[config.mk]
export PLATFORM = sky130hd
export DESIGN_NAME = joy_db15_tx_flat
export DESIGN_NICKNAME = d
export VERILOG_FILES = /design/src/rtl/joy_pkg.sv /design/src/rtl/joy_db15_tx_if.sv /design/src/rtl/joy_db15_tx_sync_edge.sv /design/src/rtl/joy_db15_tx.sv /design/src/flat_wrapper.sv
export SDC_FILE = /design/constraint.sdc
export NUM_CORES = 1
export LEC_CHECK = 0
export BUFFER_PORTS_ARGS = -buffer_cell sky130_fd_sc_hd__buf_2
export CORE_ASPECT_RATIO = 1.4
export CORE_MARGIN = 8
export CORE_UTILIZATION = 50
export CTS_BUF_LIST = sky130_fd_sc_hd__clkbuf_8
export DETAILED_ROUTE_END_ITERATION = 7
export GPL_TIMING_DRIVEN = 0
export PLACE_DENSITY = 0.72
export SYNTH_ARGS = -nofsm -noshare
export SYNTH_HDL_FRONTEND = slang
export SYNTH_HIERARCHICAL = 1
export SYNTH_SLANG_ARGS = --single-unit
export TNS_END_PERCENT = 100
[constraint.sdc]
create_clock -name clk -period 1.9 [get_ports clk]
set_input_delay 0 -clock clk [delete_from_list [all_inputs] [get_ports clk]]
set_output_delay 0 -clock clk [all_outputs]
set_load 0.05 [all_outputs]
[src/rtl/joy_pkg.sv]
// -----------------------------------------------------------------------------
// joy_pkg
// Shared definitions for the DB15 serial joystick path.
//   - DB15_BITS : bits per player carried in the 74x165 chain
//   - JB_*      : button bit positions inside a player vector
//   - joy_vec_t : one player's active-high button vector
// -----------------------------------------------------------------------------
package joy_pkg;

    localparam int DB15_BITS = 12;

    // Button bit positions (active-high in joy_vec_t)
    localparam int JB_R  = 0;
    localparam int JB_L  = 1;
    localparam int JB_D  = 2;
    localparam int JB_U  = 3;
    localparam int JB_B1 = 4;
    localparam int JB_B2 = 5;
    localparam int JB_B3 = 6;
    localparam int JB_B4 = 7;
    localparam int JB_B5 = 8;
    localparam int JB_B6 = 9;
    localparam int JB_B7 = 10;
    localparam int JB_B8 = 11;

    typedef logic [DB15_BITS-1:0] joy_vec_t;

endpackage

[src/rtl/joy_db15_tx_if.sv]
// -----------------------------------------------------------------------------
// joy_db15_tx_if
// The three DB15 adapter wires between host (reader) and device (this block).
//   JOY_LOAD : host -> device, active-low parallel load strobe
//   JOY_CLK  : host -> device, shift clock
//   JOY_DATA : device -> host, serial data, active-low buttons
// Modports:
//   master : host side (drives LOAD/CLK, reads DATA)
//   slave  : device side (reads LOAD/CLK, drives DATA)
// -----------------------------------------------------------------------------
interface joy_db15_tx_if;

    logic JOY_LOAD;
    logic JOY_CLK;
    logic JOY_DATA;

    modport master (
        output JOY_LOAD,
        output JOY_CLK,
        input  JOY_DATA
    );

    modport slave (
        input  JOY_LOAD,
        input  JOY_CLK,
        output JOY_DATA
    );

endinterface

[src/rtl/joy_db15_tx_sync_edge.sv]
// -----------------------------------------------------------------------------
// sync_edge
// Two-flop synchroniser for an asynchronous pin plus a third history flop used
// for edge detection.
// Ports:
//   clk, rst  : system clock, asynchronous active-high reset
//   i_async   : asynchronous input pin
//   o_level   : synchronised level
//   o_rise    : one-clk pulse on a synchronised rising edge
//   o_fall    : one-clk pulse on a synchronised falling edge
// RST_VAL is the idle level of the pin; all three flops reset to it so no
// spurious edge is reported when reset releases with the pin idle.
// -----------------------------------------------------------------------------
module sync_edge #(
    parameter logic RST_VAL = 1'b1
) (
    input  logic clk,
    input  logic rst,
    input  logic i_async,
    output logic o_level,
    output logic o_rise,
    output logic o_fall
);

    // r_sync[0], r_sync[1] form the synchroniser; r_sync[2] is edge history
    logic [2:0] r_sync;

    // Synchroniser and history shift chain
    always_ff @(posedge clk or posedge rst) begin
        if (rst) begin
            r_sync <= {3{RST_VAL}};
        end else begin
            r_sync <= {r_sync[1:0], i_async};
        end
    end

    assign o_level = r_sync[1];
    assign o_rise  =  r_sync[1] & ~r_sync[2];
    assign o_fall  = ~r_sync[1] &  r_sync[2];

endmodule

[src/rtl/joy_db15_tx.sv]
// -----------------------------------------------------------------------------
// joy_db15_tx
// Device-side emulation of the DB15 adapter's 74x165 parallel-in/serial-out
// chain. Two player vectors are loaded while the host holds JOY_LOAD low and
// shifted out (player 1 bit0 first) on each JOY_CLK rising edge. Also reports
// frame completion and a load-pulse watchdog.
// Ports:
//   clk        : system clock (40-50 MHz)
//   RESET      : asynchronous active-high reset
//   joy1, joy2 : player button vectors, active-high
//   db15       : adapter wires (slave side: LOAD/CLK in, DATA out)
//   frame_done : one-clk pulse when the last bit of a frame is shifted
//   frame_cnt  : wrapping count of completed frames
//   link_ok    : high while load pulses keep arriving within TIMEOUT clk
// -----------------------------------------------------------------------------
module joy_db15_tx
    import joy_pkg::*;
#(
    parameter int          BITS    = DB15_BITS,
    parameter logic [23:0] TIMEOUT = 24'd4800000
) (
    input  logic              clk,
    input  logic              RESET,
    input  logic [BITS-1:0]   joy1,
    input  logic [BITS-1:0]   joy2,
    joy_db15_tx_if.slave      db15,
    output logic              frame_done,
    output logic [7:0]        frame_cnt,
    output logic              link_ok
);

    localparam int FRAME_LEN = 2 * BITS;
    localparam int CNT_W     = $clog2(FRAME_LEN + 1);

    localparam logic [CNT_W-1:0] CNT_ZERO   = {CNT_W{1'b0}};
    localparam logic [CNT_W-1:0] CNT_ONE    = CNT_W'(1);
    localparam logic [CNT_W-1:0] FRAME_END  = CNT_W'(FRAME_LEN);
    localparam logic [CNT_W-1:0] FRAME_LAST = CNT_W'(FRAME_LEN - 1);
    localparam logic [23:0]      WD_ONE     = 24'd1;
    localparam logic [7:0]       FCNT_ONE   = 8'd1;

    // Synchronised pin views
    logic w_load_lvl;
    logic w_load_rise;
    logic w_load_fall;
    logic w_clk_lvl;
    logic w_clk_rise;
    logic w_clk_fall;
    logic w_unused_edges;

    // State
    logic [FRAME_LEN-1:0] r_shreg;
    logic [CNT_W-1:0]     r_bitcnt;
    logic                 r_data;
    logic                 r_frame_done;
    logic [7:0]           r_frame_cnt;
    logic [23:0]          r_wdog;
    logic                 r_link_ok;

    // Next-state
    logic [FRAME_LEN-1:0] w_shreg_nxt;
    logic [CNT_W-1:0]     w_bitcnt_nxt;
    logic                 w_done_nxt;
    logic [7:0]           w_frame_cnt_nxt;
    logic [23:0]          w_wdog_nxt;
    logic                 w_link_nxt;

    // LOAD idles high; reset to 1 so leaving reset is not seen as a load edge
    sync_edge #(.RST_VAL(1'b1)) u_sync_load (
        .clk     (clk),
        .rst     (RESET),
        .i_async (db15.JOY_LOAD),
        .o_level (w_load_lvl),
        .o_rise  (w_load_rise),
        .o_fall  (w_load_fall)
    );

    sync_edge #(.RST_VAL(1'b0)) u_sync_clk (
        .clk     (clk),
        .rst     (RESET),
        .i_async (db15.JOY_CLK),
        .o_level (w_clk_lvl),
        .o_rise  (w_clk_rise),
        .o_fall  (w_clk_fall)
    );

    // Edges/levels not needed by the chain model
    assign w_unused_edges = w_load_rise | w_clk_fall | w_clk_lvl;

    // Chain next-state: transparent reload while LOAD is low (it also masks
    // CLK edges), otherwise shift in 1s with a saturating bit counter
    always_comb begin
        w_shreg_nxt     = r_shreg;
        w_bitcnt_nxt    = r_bitcnt;
        w_done_nxt      = 1'b0;
        w_frame_cnt_nxt = r_frame_cnt;
        if (!w_load_lvl) begin
            w_shreg_nxt  = ~{joy2, joy1};
            w_bitcnt_nxt = CNT_ZERO;
        end else if (w_clk_rise) begin
            w_shreg_nxt = {1'b1, r_shreg[FRAME_LEN-1:1]};
            if (r_bitcnt != FRAME_END) begin
                w_bitcnt_nxt = r_bitcnt + CNT_ONE;
            end else begin
                w_bitcnt_nxt = r_bitcnt;
            end
            if (r_bitcnt == FRAME_LAST) begin
                w_done_nxt      = 1'b1;
                w_frame_cnt_nxt = r_frame_cnt + FCNT_ONE;
            end else begin
                w_done_nxt      = 1'b0;
            end
        end else begin
            w_shreg_nxt  = r_shreg;
            w_bitcnt_nxt = r_bitcnt;
        end
    end

    // Watchdog next-state: a LOAD fall restarts the count and raises link_ok;
    // link_ok drops on the cycle the count reaches TIMEOUT, then it saturates
    always_comb begin
        w_wdog_nxt = r_wdog;
        w_link_nxt = r_link_ok;
        if (w_load_fall) begin
            w_wdog_nxt = 24'd0;
            w_link_nxt = 1'b1;
        end else if (r_wdog != TIMEOUT) begin
            w_wdog_nxt = r_wdog + WD_ONE;
            if (w_wdog_nxt == TIMEOUT) begin
                w_link_nxt = 1'b0;
            end else begin
                w_link_nxt = r_link_ok;
            end
        end else begin
            w_link_nxt = 1'b0;
        end
    end

    // State registers; JOY_DATA is a registered copy of the chain's tail bit
    always_ff @(posedge clk or posedge RESET) begin
        if (RESET) begin
            r_shreg      <= {FRAME_LEN{1'b1}};
            r_bitcnt     <= CNT_ZERO;
            r_data       <= 1'b1;
            r_frame_done <= 1'b0;
            r_frame_cnt  <= 8'd0;
            r_wdog       <= 24'd0;
            r_link_ok    <= 1'b0;
        end else begin
            r_shreg      <= w_shreg_nxt;
            r_bitcnt     <= w_bitcnt_nxt;
            r_data       <= r_shreg[0];
            r_frame_done <= w_done_nxt;
            r_frame_cnt  <= w_frame_cnt_nxt;
            r_wdog       <= w_wdog_nxt;
            r_link_ok    <= w_link_nxt;
        end
    end

    assign db15.JOY_DATA = r_data;
    assign frame_done    = r_frame_done;
    assign frame_cnt     = r_frame_cnt;
    assign link_ok       = r_link_ok;

endmodule

[src/flat_wrapper.sv]
// flat-port wrapper written by rule: the top's interface ports become plain ports
module joy_db15_tx_flat import joy_pkg::*;
#(
    parameter int          BITS    = DB15_BITS,
    parameter logic [23:0] TIMEOUT = 24'd4800000
)
  (clk, RESET, joy1, joy2, frame_done, frame_cnt, link_ok, db15_JOY_LOAD, db15_JOY_CLK, db15_JOY_DATA);
  joy_db15_tx_if db15_i ();
  input  logic clk;
  input  logic RESET;
  input  logic [BITS-1:0] joy1;
  input  logic [BITS-1:0] joy2;
  output logic frame_done;
  output logic [7:0] frame_cnt;
  output logic link_ok;
  input wire logic [$bits(db15_i.JOY_LOAD)-1:0] db15_JOY_LOAD;
  input wire logic [$bits(db15_i.JOY_CLK)-1:0] db15_JOY_CLK;
  output wire logic [$bits(db15_i.JOY_DATA)-1:0] db15_JOY_DATA;
  assign db15_i.JOY_LOAD = db15_JOY_LOAD;
  assign db15_i.JOY_CLK = db15_JOY_CLK;
  assign db15_JOY_DATA = db15_i.JOY_DATA;
  joy_db15_tx #(.BITS(BITS), .TIMEOUT(TIMEOUT)) u_core (.clk(clk), .RESET(RESET), .joy1(joy1), .joy2(joy2), .db15(db15_i), .frame_done(frame_done), .frame_cnt(frame_cnt), .link_ok(link_ok));
endmodule
Word-level counts from Yosys, hierarchy flattened
Index checks and enable logic that the tools add are counted.
{"block": "totals", "inputBits": 28, "register_bits": 70}
{"block": "op_classes", "bitwise": 5, "eq_ne": 7, "n_addsub": 3, "n_reduce_logical": 3, "mux": 13}
{"op": "24-bit 2-to-1 mux", "n": 4}
{"op": "24-bit by 1-bit adder with 24-bit output, second input constant", "n": 1}
{"op": "24-bit by 23-bit equality test with 1-bit output, second input constant", "n": 1}
{"op": "24-bit by 23-bit != test with 1-bit output, second input constant", "n": 1}
{"op": "24-bit inverter", "n": 1}
{"op": "5-bit 2-to-1 mux", "n": 3}
{"op": "8-bit by 1-bit adder with 8-bit output, second input constant", "n": 1}
{"op": "1-bit 2-to-1 mux", "n": 6}
{"op": "5-bit by 1-bit adder with 5-bit output, second input constant", "n": 1}
{"op": "5-bit equality test, second input constant", "n": 1}
{"op": "5-bit != test, second input constant", "n": 1}
{"op": "3-bit != test, second input constant", "n": 1}
{"op": "3-bit AND reduction", "n": 1}
{"op": "1-bit AND", "n": 2}
{"op": "2-bit by 1-bit != test with 1-bit output, second input constant", "n": 1}
{"op": "2-bit != test, second input constant", "n": 1}
{"op": "1-bit inverter", "n": 2}
{"op": "2-bit AND reduction", "n": 1}
{"op": "2-bit nonzero test", "n": 1}

Logic depth before layout (Yosys ltp)
{"block": "logic_depth", "ltp_word": 5, "mapped_depth": 8, "ltp_nobuf": 7}

Hierarchy
Netlist, hierarchy kept.
{"module": "joy_db15_tx", "cells_per_inst": 328, "n_inst": 1, "seq_area_each_um2": 1632.8, "area_each_um2": 3318.2}
{"module": "sync_edge (u_core.u_sync_load)", "cells_per_inst": 6, "n_inst": 1, "seq_area_each_um2": 78.8, "area_each_um2": 97.6}
{"module": "sync_edge (u_core.u_sync_clk)", "cells_per_inst": 6, "n_inst": 1, "seq_area_each_um2": 75.1, "area_each_um2": 93.8}

Least setup slack after synthesis
Ideal clock, no wire load.
{"block": "synth_timing", "path_kind": "register to register", "start": "register u_core.r_wdog[0]", "end": "register u_core.r_wdog[14]", "path_stages_with_launch": 9, "t_required_ns": 1.779, "path_slack_ns": -0.063, "arrival_time_ns": 1.842, "setup_time_ns": 0.121, "path_cell_list": "dfrtp_1 -> inv_1 -> ha_1 -> or4b_4 -> nor4_4 -> or2_0 -> buf_4 -> buf_6 -> nor2_1"}
{"block": "synth_between", "elab_chain_cells": 3, "word_cells_on_any_way": 5}
{"item": "from (decl)", "line": "joy_db15_tx.sv:57", "rtl": "logic [23:0] r_wdog;"}
{"item": "from (signal assigned)", "line": "joy_db15_tx.sv:155", "rtl": "r_wdog <= w_wdog_nxt;"}
{"item": "24-bit by 1-bit adder with 24-bit output", "line": "joy_db15_tx.sv:128", "rtl": "w_wdog_nxt = r_wdog + WD_ONE;"}
{"item": "24-bit 2-to-1 mux", "line": "joy_db15_tx.sv:127", "rtl": "end else if (r_wdog != TIMEOUT) begin"}
{"item": "24-bit 2-to-1 mux", "line": "joy_db15_tx.sv:124", "rtl": "if (w_load_fall) begin"}
Several ways; a longest one is shown, not always the timed one. The select of a mux whose other input is x is not followed.
A chain may end at the register's enable or synchronous reset.

Worst setup path after layout
{"block": "layout_timing", "start": "register u_core.r_wdog[15]", "end": "register u_core.r_link_ok, in the netlist u_core/link_ok"}
{"block": "layout_between", "elab_chain_cells": 3, "word_cells_on_any_way": 6}
{"item": "24-bit by 1-bit adder with 24-bit output / 24-bit by 23-bit != test with 1-bit output (equally long branches)", "line": "joy_db15_tx.sv:128, joy_db15_tx.sv:127"}
{"item": "24-bit by 23-bit equality test with 1-bit output / 1-bit 2-to-1 mux (equally long branches)", "line": "joy_db15_tx.sv:129, joy_db15_tx.sv:127"}
{"item": "3-bit != test (no source line) / 1-bit 2-to-1 mux (equally long branches)"}
{"item": "to (signal assigned)", "line": "joy_db15_tx.sv:156", "rtl": "r_link_ok <= w_link_nxt;"}
{"item": "to (decl)", "line": "joy_db15_tx.sv:58", "rtl": "logic r_link_ok;"}
Several ways; a longest one is shown, not always the timed one.

==> metrics.txt <==
Final ANT Viol Nets 0; synth warn 6; combinational power share 0.119; max cap viols 0; root buf cell clkbuf_8; Power per Cell Area 790.1 nW/µm²; clock share of power 0.391; vias in the first global route 2847; CP required around 2.1 ns; Worst Setup End Kind flop; via density per instance 5.344; clock sink count 70; CP peak stage delay 0.50 ns; final hold slack 0.07191 ns; sw power between 0.8 and 0.9 mW; slowest CP cell or4b_1; synthesized area ~3500 µm²; drt total wl 8.157 mm; Max clock buf depth 2; failing checks negative setup slack; Iter 0 DRT Violations 140; Seq pwr share 0.489; nets@finish around 450; Reg clk slew, reported paths about 0.070 ns; internal power 2.680 mW; Post-DP HPWL just over 5 mm; Final period util 1.037; GP Congestion 0.8846; drt pass-1 iters 4; gr usage total 0.1699; unrepaired setup endpoints after global routing yes; Mapped Cells ~340; Die W 86.66 µm; WP buf/inv 1; Vias 2779; Chip Height 114.9 µm; CTS tree yes; crit path max fanout 8; Non-Filler Instances 520; Hold WC Path Type input port to async pin; placed instance area approximately 3800 µm²; Worst Setup Start Kind flop; Max Slew Vio Count 0; Cell Count Post-Placement 472; crit-path cells buf_2 -> and4_4 -> nor4b_4 -> or4b_1 -> a221oi_2 -> a41oi_1; min setup slack post-route -0.06962 ns; P_leak 1.882 nW; H-tree levels 3; fin crit period 1.970 ns; f_max 507.7 MHz; Post-Layout Inst Area 4488 µm²; Die Area roughly 10000 µm²; site row count 36; CTS Buf Count 9; Final Hold Fails 0; Max rail drop VDD between 0.6 and 0.7 mV; status finished, violations left; Core Area 6847 µm²; io pins 39; max_slew headroom 0.5686; delay-heaviest family, CP simple AND/OR/NAND/NOR gates; sw frac 0.2441; syn nets 372; Setup-failing EPs final 11; Mean Syn Cell Area between 10 and 15 µm²; routed len/inst about 16 µm; worst skew pair latency 0.35 ns; initial antenna violation count 0; Worst Path Arrival 2.17 ns; kind of critical path flop to flop; pre-CTS WS -0.2576 ns; Initial Utilization 0.5104; share of layout cells above drive strength 1 0.2918; Fin Setup TNS -0.2296 ns; GR Overflow Total 0; area grow syn2layout 28.43%; largest net degree at the start of global routing 37; DRC Markers 0; Tot Pwr between 3 and 4 mW; actual slew at the worst max-slew pin 0.6462 ns; Port Buf Inserts 38; first-pass GRT wire length 13.35 mm; clock skew 0.007233 ns; Filler cells 543; final antenna diode count 0; final core occ 0.6555
what timing repair did:
item	CTS	global route
pin swaps	6	6
hold buffers	27	0
buffers inserted	3	4
endpoints found under the setup margin	32	26
resized for setup	11	16
hold endpoints to repair	60	0
cell type report:
type | instances | area, µm² | area share
Buffer | 17 | 86.33 | 0.01924
Clock buffer | 12 | 165.2 | 0.03680
Clock inverter | 4 | 68.82 | 0.01533
Sequential cell | 70 | 1795 | 0.4001
Timing Repair Buffer | 73 | 533.0 | 0.1188
Inverter | 13 | 48.80 | 0.01087
Multi-Input combinational cell | 236 | 1672 | 0.3725
Tap cell | 95 | 118.9 | 0.02648
final timing paths:
check,cells after the start,end,from,slack [ns]
max in group asynchronous,4,u_core/r_shreg[17],RESET,0.92
worst max register to register,6,u_core/link_ok,u_core/r_wdog[15],-0.07
min in group clk,2,u_core/u_sync_clk/r_sync[0],db15_JOY_CLK,0.29
worst max-delay path,6,u_core/link_ok,u_core/r_wdog[15],-0.07
worst min-delay path,3,u_core/u_sync_clk/r_sync[0],RESET,0.07
worst min register to register,0,u_core/u_sync_clk/r_sync[1],u_core/u_sync_clk/r_sync[0],0.35
per-layer routing:
layer	global-route usage	vias up	wire length, µm
met3	0.05079	16	307
met1	0.1840	1351	3357
li1	-	1345	-
met4	0.08189	0	187
met2	0.2940	67	4304
met5	0	-	0
power by group through the flow:
| stage | clock network [mW] | logic (mW) | registers (mW) |
|---|---|---|---|
| 4_1_cts | 1.42 | 0.394 | 1.71 |
| 2_1_floorplan | 0 | 0.237 | 1.72 |
| 5_1_grt | 1.47 | 0.471 | 1.75 |
| 3_3_place_gp | 0 | 0.322 | 1.73 |
| 6_report | 1.39 | 0.424 | 1.73 |
| 3_5_place_dp | 0 | 0.337 | 1.74 |
worst min-delay path, stage by stage:
cell and delay, ns:
dlygate4sd3_1 0.53, buf_2 0.13, inv_1 0.10
cell usage in the layout, fill, tap and decap left out, types with 2 or more instances in the layout:
| cell | n |
|---|---|
| bufinv_16 | 2 |
| nand4_1 | 14 |
| inv_1 | 11 |
| ha_1 | 5 |
| a21oi_1 | 26 |
| inv_2 | 2 |
| dfrtp_1 | 35 |
| buf_2 | 40 |
| clkbuf_1 | 10 |
| or3_1 | 2 |
| xnor2_1 | 21 |
| and2_1 | 2 |
| o21ai_0 | 4 |
| nor2_1 | 34 |
| mux2i_1 | 3 |
| nor2b_1 | 24 |
| dfrtp_2 | 7 |
| a211oi_1 | 23 |
| nor3_1 | 6 |
| xor2_1 | 9 |
| dfstp_2 | 28 |
| dlygate4sd3_1 | 27 |
| nand2b_1 | 2 |
| buf_4 | 9 |
| nand3_1 | 10 |
| clkbuf_8 | 12 |
| nor4_4 | 3 |
| nand2_1 | 17 |
flip-flops by register name, indices dropped and copies added (netlist names):
register                   count
u_core/db15.JOY_DATA           1
u_core/frame_cnt               8
u_core/frame_done              1
u_core/link_ok                 1
u_core/r_bitcnt                5
u_core/r_shreg                24
u_core/r_wdog                 24
u_core/u_sync_clk/r_sync       3
u_core/u_sync_load/r_sync      3
Note: power is estimated with default switching activity, not from simulation.
